--- src/rtl/instruction_fetch_queue.sv ---
// Instruction fetch queue: req/ack fetch engine feeding a DEPTH-entry {pc, word} FIFO
// presented to the decoder via valid/ready. Define IFQ_BYPASS_EN for an empty-queue bypass.
`timescale 1ns/1ps

module instruction_fetch_queue #(
  parameter int unsigned DEPTH    = 4,
  parameter logic [31:0] RESET_PC = 32'h0000_0000
) (
  input  logic        clk,
  input  logic        rst_n,
  output logic        imem_req_o,
  output logic [31:0] imem_addr_o,
  input  logic        imem_ack_i,
  input  logic [31:0] imem_rdata_i,
  input  logic        flush_i,
  input  logic [31:0] flush_pc_i,
  output logic        instr_valid_o,
  output logic [31:0] instruction_o,
  output logic [31:0] instr_pc_o,
  input  logic        instr_ready_i
);

  localparam int unsigned PtrW = (DEPTH > 1) ? $clog2(DEPTH) : 1;
  localparam int unsigned CntW = $clog2(DEPTH + 1);

  typedef enum logic [0:0] {StIdle, StWait} req_state_e;

  req_state_e      state_q;
  logic [31:0]     pc_q;
  logic [31:0]     addr_q;
  logic            discard_q;
  logic [PtrW-1:0] rd_ptr_q;
  logic [PtrW-1:0] wr_ptr_q;
  logic [CntW-1:0] count_q;
  logic [CntW-1:0] count_d;
  logic            valid_q;
  logic [31:0]     mem_pc_q   [DEPTH];
  logic [31:0]     mem_word_q [DEPTH];

  logic ack_fire;
  logic push;
  logic pop_fifo;
  logic bypass_take;
  logic space_left;

  assign ack_fire = (state_q == StWait) && imem_ack_i;
  assign pop_fifo = valid_q && instr_ready_i && !flush_i;

`ifdef IFQ_BYPASS_EN
  logic bypass;

  // An acked word arriving at an empty queue is shown to the decoder in the same cycle.
  assign bypass        = ack_fire && !discard_q && !flush_i && (count_q == '0);
  assign bypass_take   = bypass && instr_ready_i;
  assign instr_valid_o = valid_q || bypass;
  assign instruction_o = bypass ? imem_rdata_i : mem_word_q[rd_ptr_q];
  assign instr_pc_o    = bypass ? addr_q : mem_pc_q[rd_ptr_q];
`else
  assign bypass_take   = 1'b0;
  assign instr_valid_o = valid_q;
  assign instruction_o = mem_word_q[rd_ptr_q];
  assign instr_pc_o    = mem_pc_q[rd_ptr_q];
`endif

  assign push = ack_fire && !discard_q && !flush_i && !bypass_take;

  always_comb begin
    count_d = count_q;
    if (flush_i) begin
      count_d = '0;
    end else if (push && !pop_fifo) begin
      count_d = count_q + 1'b1;
    end else if (!push && pop_fifo) begin
      count_d = count_q - 1'b1;
    end
  end

  // A new request is only issued when its word is guaranteed a slot.
  assign space_left = (count_d < CntW'(DEPTH));

  assign imem_req_o  = (state_q == StWait);
  assign imem_addr_o = addr_q;

  always_ff @(posedge clk or negedge rst_n) begin
    if (!rst_n) begin
      rd_ptr_q   <= '0;
      wr_ptr_q   <= '0;
      count_q    <= '0;
      valid_q    <= 1'b0;
      mem_pc_q   <= '{default: '0};
      mem_word_q <= '{default: '0};
    end else begin
      count_q <= count_d;
      valid_q <= (count_d != '0);
      if (flush_i) begin
        rd_ptr_q <= '0;
        wr_ptr_q <= '0;
      end else begin
        if (push) begin
          mem_pc_q[wr_ptr_q]   <= addr_q;
          mem_word_q[wr_ptr_q] <= imem_rdata_i;
          wr_ptr_q             <= wr_ptr_q + 1'b1;
        end
        if (pop_fifo) begin
          rd_ptr_q <= rd_ptr_q + 1'b1;
        end
      end
    end
  end

  // addr_q is the address on the bus; pc_q is the next address to fetch. They differ only
  // while a pre-flush request is still waiting for its (discarded) ack.
  always_ff @(posedge clk or negedge rst_n) begin
    if (!rst_n) begin
      state_q   <= StIdle;
      pc_q      <= RESET_PC;
      addr_q    <= RESET_PC;
      discard_q <= 1'b0;
    end else begin
      unique case (state_q)
        StIdle: begin
          if (flush_i) begin
            pc_q   <= flush_pc_i;
            addr_q <= flush_pc_i;
          end
          if (space_left) begin
            state_q <= StWait;
          end
        end
        StWait: begin
          if (imem_ack_i) begin
            discard_q <= 1'b0;
            if (flush_i) begin
              pc_q   <= flush_pc_i;
              addr_q <= flush_pc_i;
            end else if (discard_q) begin
              addr_q <= pc_q;
            end else begin
              pc_q   <= pc_q + 32'd4;
              addr_q <= pc_q + 32'd4;
            end
            state_q <= space_left ? StWait : StIdle;
          end else if (flush_i) begin
            pc_q      <= flush_pc_i;
            discard_q <= 1'b1;
          end
        end
        default: state_q <= StIdle;
      endcase
    end
  end

  addr_stable_a: assert property (@(posedge clk) disable iff (!rst_n)
    imem_req_o && !imem_ack_i |=> imem_req_o && $stable(imem_addr_o));

  no_overflow_a: assert property (@(posedge clk) disable iff (!rst_n)
    push && !pop_fifo |-> count_q < CntW'(DEPTH));

  count_bound_a: assert property (@(posedge clk) disable iff (!rst_n)
    count_q <= CntW'(DEPTH));

endmodule

--- config.mk ---
export PLATFORM = sky130hd
export DESIGN_NAME = instruction_fetch_queue
export DESIGN_NICKNAME = d
export VERILOG_FILES = /design/src/rtl/instruction_fetch_queue.sv
export SDC_FILE = /design/constraint.sdc
export NUM_CORES = 1
export LEC_CHECK = 0
export CAP_MARGIN = 20
export CORE_AREA = 2 2 256 208
export DETAILED_ROUTE_END_ITERATION = 8
export DIE_AREA = 0 0 258 210
export PLACE_DENSITY_LB_ADDON = 0.3
export SYNTH_ARGS = -nofsm -noshare
export SYNTH_HDL_FRONTEND = slang
export SYNTH_SLANG_ARGS = --single-unit
--- constraint.sdc ---
create_clock -name clk -period 5.7 [get_ports clk]
set_input_delay 1.425 -clock clk [delete_from_list [all_inputs] [get_ports clk]]
set_output_delay 1.425 -clock clk [all_outputs]
set_load 0.005 [all_outputs]
Word level (Yosys, flattened, before mapping)
Cells that the tools add are included.
{"block": "totals", "inputBits": 69, "out_inout_bits": 98, "elab_cells": 80, "register_bits": 330}
{"block": "classes", "bitwise_logic": 4, "n_lt_le_gt_ge": 4, "add_sub_neg": 5, "n_reduce_logical": 19, "mux": 30, "n_eq_ne": 2}
{"operator": "2-to-1 mux 32 bit", "n": 11}
{"operator": "bitwise mux 128 bit", "n": 2}
{"operator": "binary-select mux 32 bit (select 2 bit)", "n": 2}
{"operator": "case mux 32 bit (2 select lines)", "n": 2}
{"operator": "demux 32 bit (select 2 bit)", "n": 1}
{"operator": "adder 32 x 3 -> 32 bit (second input constant)", "n": 1}
{"operator": "2-to-1 mux 3 bit", "n": 3}
{"operator": "logical AND 1 bit", "n": 8}
{"operator": "2-to-1 mux 2 bit", "n": 4}
{"operator": ">= comparator 3 bit (second input constant)", "n": 2}
{"operator": "NOT 2 -> 3 bit", "n": 2}
{"operator": "AND reduction 2 bit", "n": 3}
{"operator": "nonzero test 2 bit", "n": 3}
{"operator": "adder 2 x 1 -> 2 bit (second input constant)", "n": 2}
{"operator": "zero test 1 bit", "n": 4}
{"operator": "2-to-1 mux 1 bit", "n": 4}
{"operator": "!= test 2 bit (second input constant)", "n": 2}
{"operator": "adder 3 x 1 -> 3 bit (second input constant)", "n": 1}
{"operator": "less-than comparator 3 x 1 -> 1 bit (second input constant)", "n": 1}
{"operator": "less-than comparator 3 bit (second input constant)", "n": 1}
{"operator": "nonzero test 3 bit", "n": 1}
{"operator": "subtractor 3 x 1 -> 3 bit (second input constant)", "n": 1}
{"operator": "NOT 1 bit", "n": 2}
{"operator": "case mux 1 bit (2 select lines)", "n": 1}

Longest topological paths before layout
Gate-level depths: netlist of run 1.
{"block": "depth", "depth_word": 12, "ltp_mapped": 7, "mapped_depth_nobuf": 6}

Worst setup path before layout of run 1
Ideal clock, no wire load.
{"block": "synth_path", "kind": "register to output", "start": "reg rd_ptr_q[0]", "end": "out instruction_o[10]", "stages_incl_launch_ff": 3, "arrival_ns": 1.441, "slack_ns": 2.834, "n_path_buf": 1, "required_ns": 4.275, "cell_sequence": "dfrtp_1 -> buf_1 -> mux4_2"}
{"block": "synth_between", "elab_chain_cells": 4}
{"item": "start: declaration", "line_no": "32", "text": "logic [PtrW-1:0] rd_ptr_q;"}
{"item": "start signal: assignment", "line_no": "105", "text": "rd_ptr_q <= rd_ptr_q + 1'b1;"}
{"item": "NOT 2 -> 3 bit (not written as such)", "line_no": "61", "text": "assign instruction_o = mem_word_q[rd_ptr_q];"}
{"item": "binary-select mux 32 bit (select 2 bit)", "line_no": "61"}
{"item": "2-to-1 mux 32 bit (not written as such) (2 in a row)", "line_no": "61"}
{"item": "end: declaration", "line_no": "18", "text": "output logic [31:0] instruction_o,"}
No other way between the ends. The select of a mux whose other input is x is not followed.

Worst setup path after layout of run 1
{"block": "layout_path", "start": "reg rd_ptr_q[0]", "end": "out instr_pc_o[31]"}
{"block": "layout_between", "elab_chain_cells": 4}
{"item": "NOT 2 -> 3 bit (not written as such)", "line_no": "62", "text": "assign instr_pc_o = mem_pc_q[rd_ptr_q];"}
{"item": "binary-select mux 32 bit (select 2 bit)", "line_no": "62"}
{"item": "2-to-1 mux 32 bit (not written as such) (2 in a row)", "line_no": "62"}
{"item": "end: declaration", "line_no": "19", "text": "output logic [31:0] instr_pc_o,"}
No other way between the ends. The select of a mux whose other input is x is not followed.

==> results of run 1 <==
power by group through the flow:
stage               registers [mW]  logic [mW]  clock network (mW)
finish                        3.84        2.87                2.50
global route                  3.98        3.10                2.70
detailed placement            3.89        2.91                   0
global placement              3.88        2.84                   0
CTS                           3.86        2.92                2.59
floorplan                     3.57        1.71                   0
cell type report:
| type | count | share of cell area |
|---|---|---|
| inverters | 6 | 0.001182 |
| multi-input cells | 655 | 0.3552 |
| well taps | 693 | 0.04550 |
| diodes | 1 | 0.0001313 |
| flip-flops and latches | 330 | 0.4337 |
| clock inverters | 10 | 0.006499 |
| repair buffers | 180 | 0.09677 |
| clock buffers | 59 | 0.06099 |
routing by layer:
| layer | track usage | routed length [um] |
|---|---|---|
| met5 | 0 | 61 |
| met3 | 0.03475 | 2055 |
| met1 | 0.2050 | 18400 |
| met4 | 0.03488 | 627 |
| met2 | 0.2367 | 18500 |
logic make-up (layout without fill, tap and decap cells):
group / after synthesis / count (layout)
mux: 388 / 388
compound gates: 93 / 93
flops: 330 / 330
fa+ha+maj: 7 / 7
xor+xnor: 13 / 13
buf+inv: 75 / 255
other cells: 0 / 1
simple gates: 154 / 154
synthesized netlist by cell type (6+ instances only):
library cell	number	area (um2)
dfrtp_1	330	8258
mux2_2	275	3097
mux4_2	64	1441
mux2i_1	49	490.5
buf_2	41	205.2
nand2_1	41	153.9
nor2_1	29	108.9
o21ai_0	20	100.1
clkbuf_1	19	71.32
nand3_1	19	95.09
a22oi_1	18	135.1
a21oi_1	17	85.08
o22ai_1	10	62.56
nand4_1	9	56.30
and4_1	8	70.07
nor3_1	8	40.04
ha_1	7	87.58
xor2_1	7	61.31
a31oi_1	6	37.54
and2_1	6	37.54
xnor2_1	6	52.55
stage by stage:
stage	total power [mW]	utilization	std cells
2_1_floorplan	5.281	-	1060
3_3_place_gp	6.726	0.3426	1862
3_5_place_dp	6.798	0.3431	1863
4_1_cts	9.367	0.3680	1932
5_1_grt	9.776	0.3685	1933
6_report	9.211	0.3686	1934
registers in the layout (all words and copies together) (netlist names), 2 cells and up:
register	flops
mem_word_q	128
mem_pc_q	128
pc_q	32
rd_ptr_q	2
imem_addr_o	32
wr_ptr_q	2
count_q	3
final timing paths:
path / start / to / slack (ns)
worst max-delay path: rd_ptr_q[0] / instr_pc_o[31] / 1.34
worst min-delay path: mem_pc_q[60] / mem_pc_q[60] / 0.50
worst max register to register: imem_req_o / mem_pc_q[124] / 2.88
worst min register to register: mem_pc_q[60] / mem_pc_q[60] / 0.50
max in group asynchronous: rst_n / rd_ptr_q[1] / 3.57
min in group asynchronous: rst_n / mem_word_q[105] / 0.94
==> qor.yml, run 1 <==
global_routing:
  overflow: 0
  grt_usage: 0.1484
  grt_pass1_wl_mm: 62.23
  grt_start_max_net_pins: 117
  grt_pass1_vias: 10182
  antenna_found_initial: 6
cells_and_area:
  drive_gt1_frac: 0.3548
  multi_input_area_um2: 6770
  mostFrequentLayoutCell: "dfrtp_1"
  fin_area_um2: 19060
  n_fill_cell: 4958
  regArea_um2: 8265
  final_cell_mix: "dfrtp_1 (328), mux2_2 (275), clkdlybuf4s50_1 (164), mux4_2 (64), mux2i_1 (49)"
  syn2layout_area_growth_pct: 24.11
  finalNetCount: 1288
setup_path:
  start_kind: "flip-flop"
  crit_family: "buffers and inverters"
  path_depth: 3
  required_ns: 4.28
  reg2reg_depth: 5
  slowest_stage: "dfrtp_4"
  critPathBufInv: 2
  endpoint_kind: "output pin"
  crit_arrival_ns: 2.94
  cp_max_fo: 39
  path_cells: "buf_12 -> mux4_2 -> clkdlybuf4s50_1"
  critical_path.max_stage_delay_ns: 0.85
  crit_type: "flip-flop to output pin"
clock_tree:
  cts_root_buf: "clkbuf_16"
  htreeDepth: 2
  cts_setup_buffers: 0
  worstSkewPairLatency_ns: 0.56
  cts_hold_repair.buffers: 0
  clk_pin_slew_ns: 0.06
  cts_made_buffers: 39
  clock_sinks: 330
  cts_tree: "done"
  cts.path.max_buffers: 3
  cts_resized: 0
drt:
  ant_nets: 0
  drt_wl_total_mm: 39.65
  post_drt_wl_per_cell_um: 20.50
  route.detailed.drc: 0
  initialDrtViolationCount: 492
  drt-vias-per-instance: 5.020
  drtPass1Iterations: 5
  via_count: 9708
flow_run:
  maxCapViolCount: 0
sta:
  finalCriticalPeriod_ns: 4.363
  setup_viol: 0
  maxSlewHeadroom: 0.3644
  hold_ws_ns: 0.4972
  setup_ws_ns: 1.337
  clock_skew_ns: 0.03105
  tightest_slew_ns: 0.9534
  fmax_mhz: 229.2
  setup-tns-final_ns: 0
  rsz0062_at_grt: "false"
  drv_slew: 0
  finalCritPeriodShare: 0.7654
  hold_viol_final: 0
worst_hold_path:
  holdPathStages: 1
  hp-class: "flip-flop to flip-flop"
synth:
  synthArstFlopShare: 1.000
  syn_area_per_cell_um2: 14.49
  synth_fp_nets: 1136
  synthFlopType: "dfrtp_1"
  syn_area_um2: 15360
  ys_seq_area_frac: 0.5378
  synthAdderAreaFrac: 0.005704
  yosys_warnings: 0
  synthMuxAreaShare: 0.3275
  synth_top_family_by_area: "multiplexers"
  synth_compound_area_frac: 0.04131
  synth_seq_cells: 330
  synth_edf_count: 0
  yosysUniqueCellTypes: 61
  syn_inst: 1060
  synthSimpleGateAreaFrac: 0.05695
  synthXorXnorAreaFrac: 0.007415
place:
  dp_hpwl_mm: 25.37
  post-place-ws_ns: 1.623
  dpl_cell_area_um2: 17740
  numPortBuffers: 166
  place_congestion: 0.7216
pwr:
  p_leak_nw: 8.231
  switching_share: 0.2879
  power_density_nw_per_um2: 483.3
  sequentialPowerShare: 0.417
  irDropWorstVdd_mv: 0.1793
  clockPowerShare: 0.271
  net-switching-power_mw: 2.652
  p_int_mw: 6.559
  pwr-share-comb: 0.312
die:
  pin_count: 167
  core_area_um2: 51710
  die_w_um: 258
  start_util: 0.2970
  die_h_um: 210
  rows: 75
  die_area_um2: 54180
run_status:
  status: "finished, final reports clean"
(Power assumes the default switching activity.)
==> run 2: changes to the inputs <==
- clock period: 5.7 -> 3.7 ns (I/O delays scaled with it)
==> qor.yml, run 2 (synthesis results as in run 1) <==
drt:
  drtPass1Iterations: 4
  route.detailed.drc: 0
  drt-vias-per-instance: 4.935
  initialDrtViolationCount: 453
  post_drt_wl_per_cell_um: 20.49
  via_count: 9623
  ant_nets: 0
  drt_wl_total_mm: 39.96
clock_tree:
  worstSkewPairLatency_ns: 0.55
  cts_setup_buffers: 0
  cts_made_buffers: 38
  cts_resized: 0
  cts_hold_repair.buffers: 0
  cts_tree: "done"
  clock_sinks: 330
  cts.path.max_buffers: 3
  htreeDepth: 2
  cts_root_buf: "clkbuf_16"
  clk_pin_slew_ns: 0.06
worst_hold_path:
  hp-class: "input pin to async pin"
setup_path:
  endpoint_kind: "output pin"
  start_kind: "flip-flop"
  crit_type: "flip-flop to output pin"
  critical_path.max_stage_delay_ns: 0.71
  required_ns: 2.77
  path_cells: "buf_4 -> mux4_2 -> clkdlybuf4s50_1"
  crit_arrival_ns: 2.52
  cp_max_fo: 23
  slowest_stage: "dfrtp_4"
sta:
  maxSlewHeadroom: 0.5311
  setup_ws_ns: 0.2573
  finalCriticalPeriod_ns: 3.443
  rsz0062_at_grt: "false"
  finalCritPeriodShare: 0.9305
  setup_viol: 0
  hold_viol_final: 0
  fmax_mhz: 290.5
  setup-tns-final_ns: 0
  clock_skew_ns: 0.02228
  tightest_slew_ns: 0.7034
  drv_slew: 0
die:
  die_w_um: 258
  die_area_um2: 54180
  pin_count: 167
  start_util: 0.2970
  die_h_um: 210
  core_area_um2: 51710
  rows: 75
global_routing:
  busiest_layer: "met2"
  grt.met1_usage: 0.2111
  antenna_found_initial: 4
  grt_pass1_wl_mm: 62.58
  met3_usage: 0.03848
  grt_usage: 0.1493
  grt_use_met2: 0.2315
  grt_pass1_vias: 10153
  overflow: 0
  grt_start_max_net_pins: 75
cells_and_area:
  top_regs: "mem_pc_q (128), mem_word_q (128)"
  drive_gt1_frac: 0.3625
  syn2layout_area_growth_pct: 25.36
  n_fill_cell: 4893
  finalNetCount: 1303
  final_cell_mix: "dfrtp_1 (328), mux2_2 (275), clkdlybuf4s50_1 (164), mux4_2 (64), mux2i_1 (49)"
  mostFrequentLayoutCell: "dfrtp_1"
pwr:
  power_density_nw_per_um2: 739.7
  p_leak_nw: 8.352
  finalPower_mw: 14.24
  irDropWorstVdd_mv: 0.2969
flow_run:
  maxCapViolCount: 0
place:
  numPortBuffers: 166
  post-place-ws_ns: 0.5841
  dp_hpwl_mm: 26.30
  place_congestion: 0.7357
run_status:
  status: "finished, final reports clean"
[run 2: area by class of cell]
cell class	instances	area (um2)	area share
Timing Repair Buffer	196	2053	0.1067
Clock inverter	12	135.1	0.007019
Multi-Input combinational cell	655	6770	0.3517
Antenna cell	2	5.005	0.0002600
Inverter	6	22.52	0.001170
Sequential cell	330	8265	0.4294
Tap cell	693	867.1	0.04504
Clock buffer	56	1132	0.05882
[run 2: routing by layer]
layer / share of wire / vias up
li1: - / 4333
met1: 0.47 / 5034
met2: 0.46 / 200
met3: 0.053 / 52
met4: 0.016 / 4
met5: 0.00073 / -
[run 2: path summary, 6_finish.rpt]
path / startpoint / end / slack, ns / depth (start not counted)
min in group clk: mem_pc_q[17] / mem_pc_q[17] / 0.50 / 1
max in group asynchronous: rst_n / mem_pc_q[45] / 2.47 / 2
worst max register to register: imem_req_o / instr_valid_o / 1.35 / 5
worst min-delay path: rst_n / mem_word_q[45] / 0.33 / 1
worst max-delay path: rd_ptr_q[1] / instr_pc_o[16] / 0.26 / 3
worst min register to register: mem_pc_q[17] / mem_pc_q[17] / 0.50 / 1
[run 2: per-stage QoR]
step / util / cell area [um2] / hold slack, ns / std cells
after global placement: 0.3475 / 17970 / 0.4799 / 1879
after global routing: 0.3723 / 19250 / 0.3599 / 1949
after CTS: 0.3720 / 19230 / 0.3637 / 1947
after floorplan: - / 15360 / 0.4594 / 1060
final: 0.3723 / 19250 / 0.3307 / 1950
after detailed placement: 0.3475 / 17970 / 0.4876 / 1879
[run 2: power breakdown]
part | switching [mW] | leakage, nW | internal, mW
Combinational | 1.58 | 3.51 | 2.94
Sequential | 0.972 | 4.21 | 4.88
Clock | 1.54 | 0.631 | 2.33
Total | 4.09 | 8.35 | 10.2
[run 2: worst max-delay path: cells and delay by family, from the launching register on]
family	cells	cell delay, ns
buf+inv	2	0.87
flops	1	0.71
mux	1	0.37
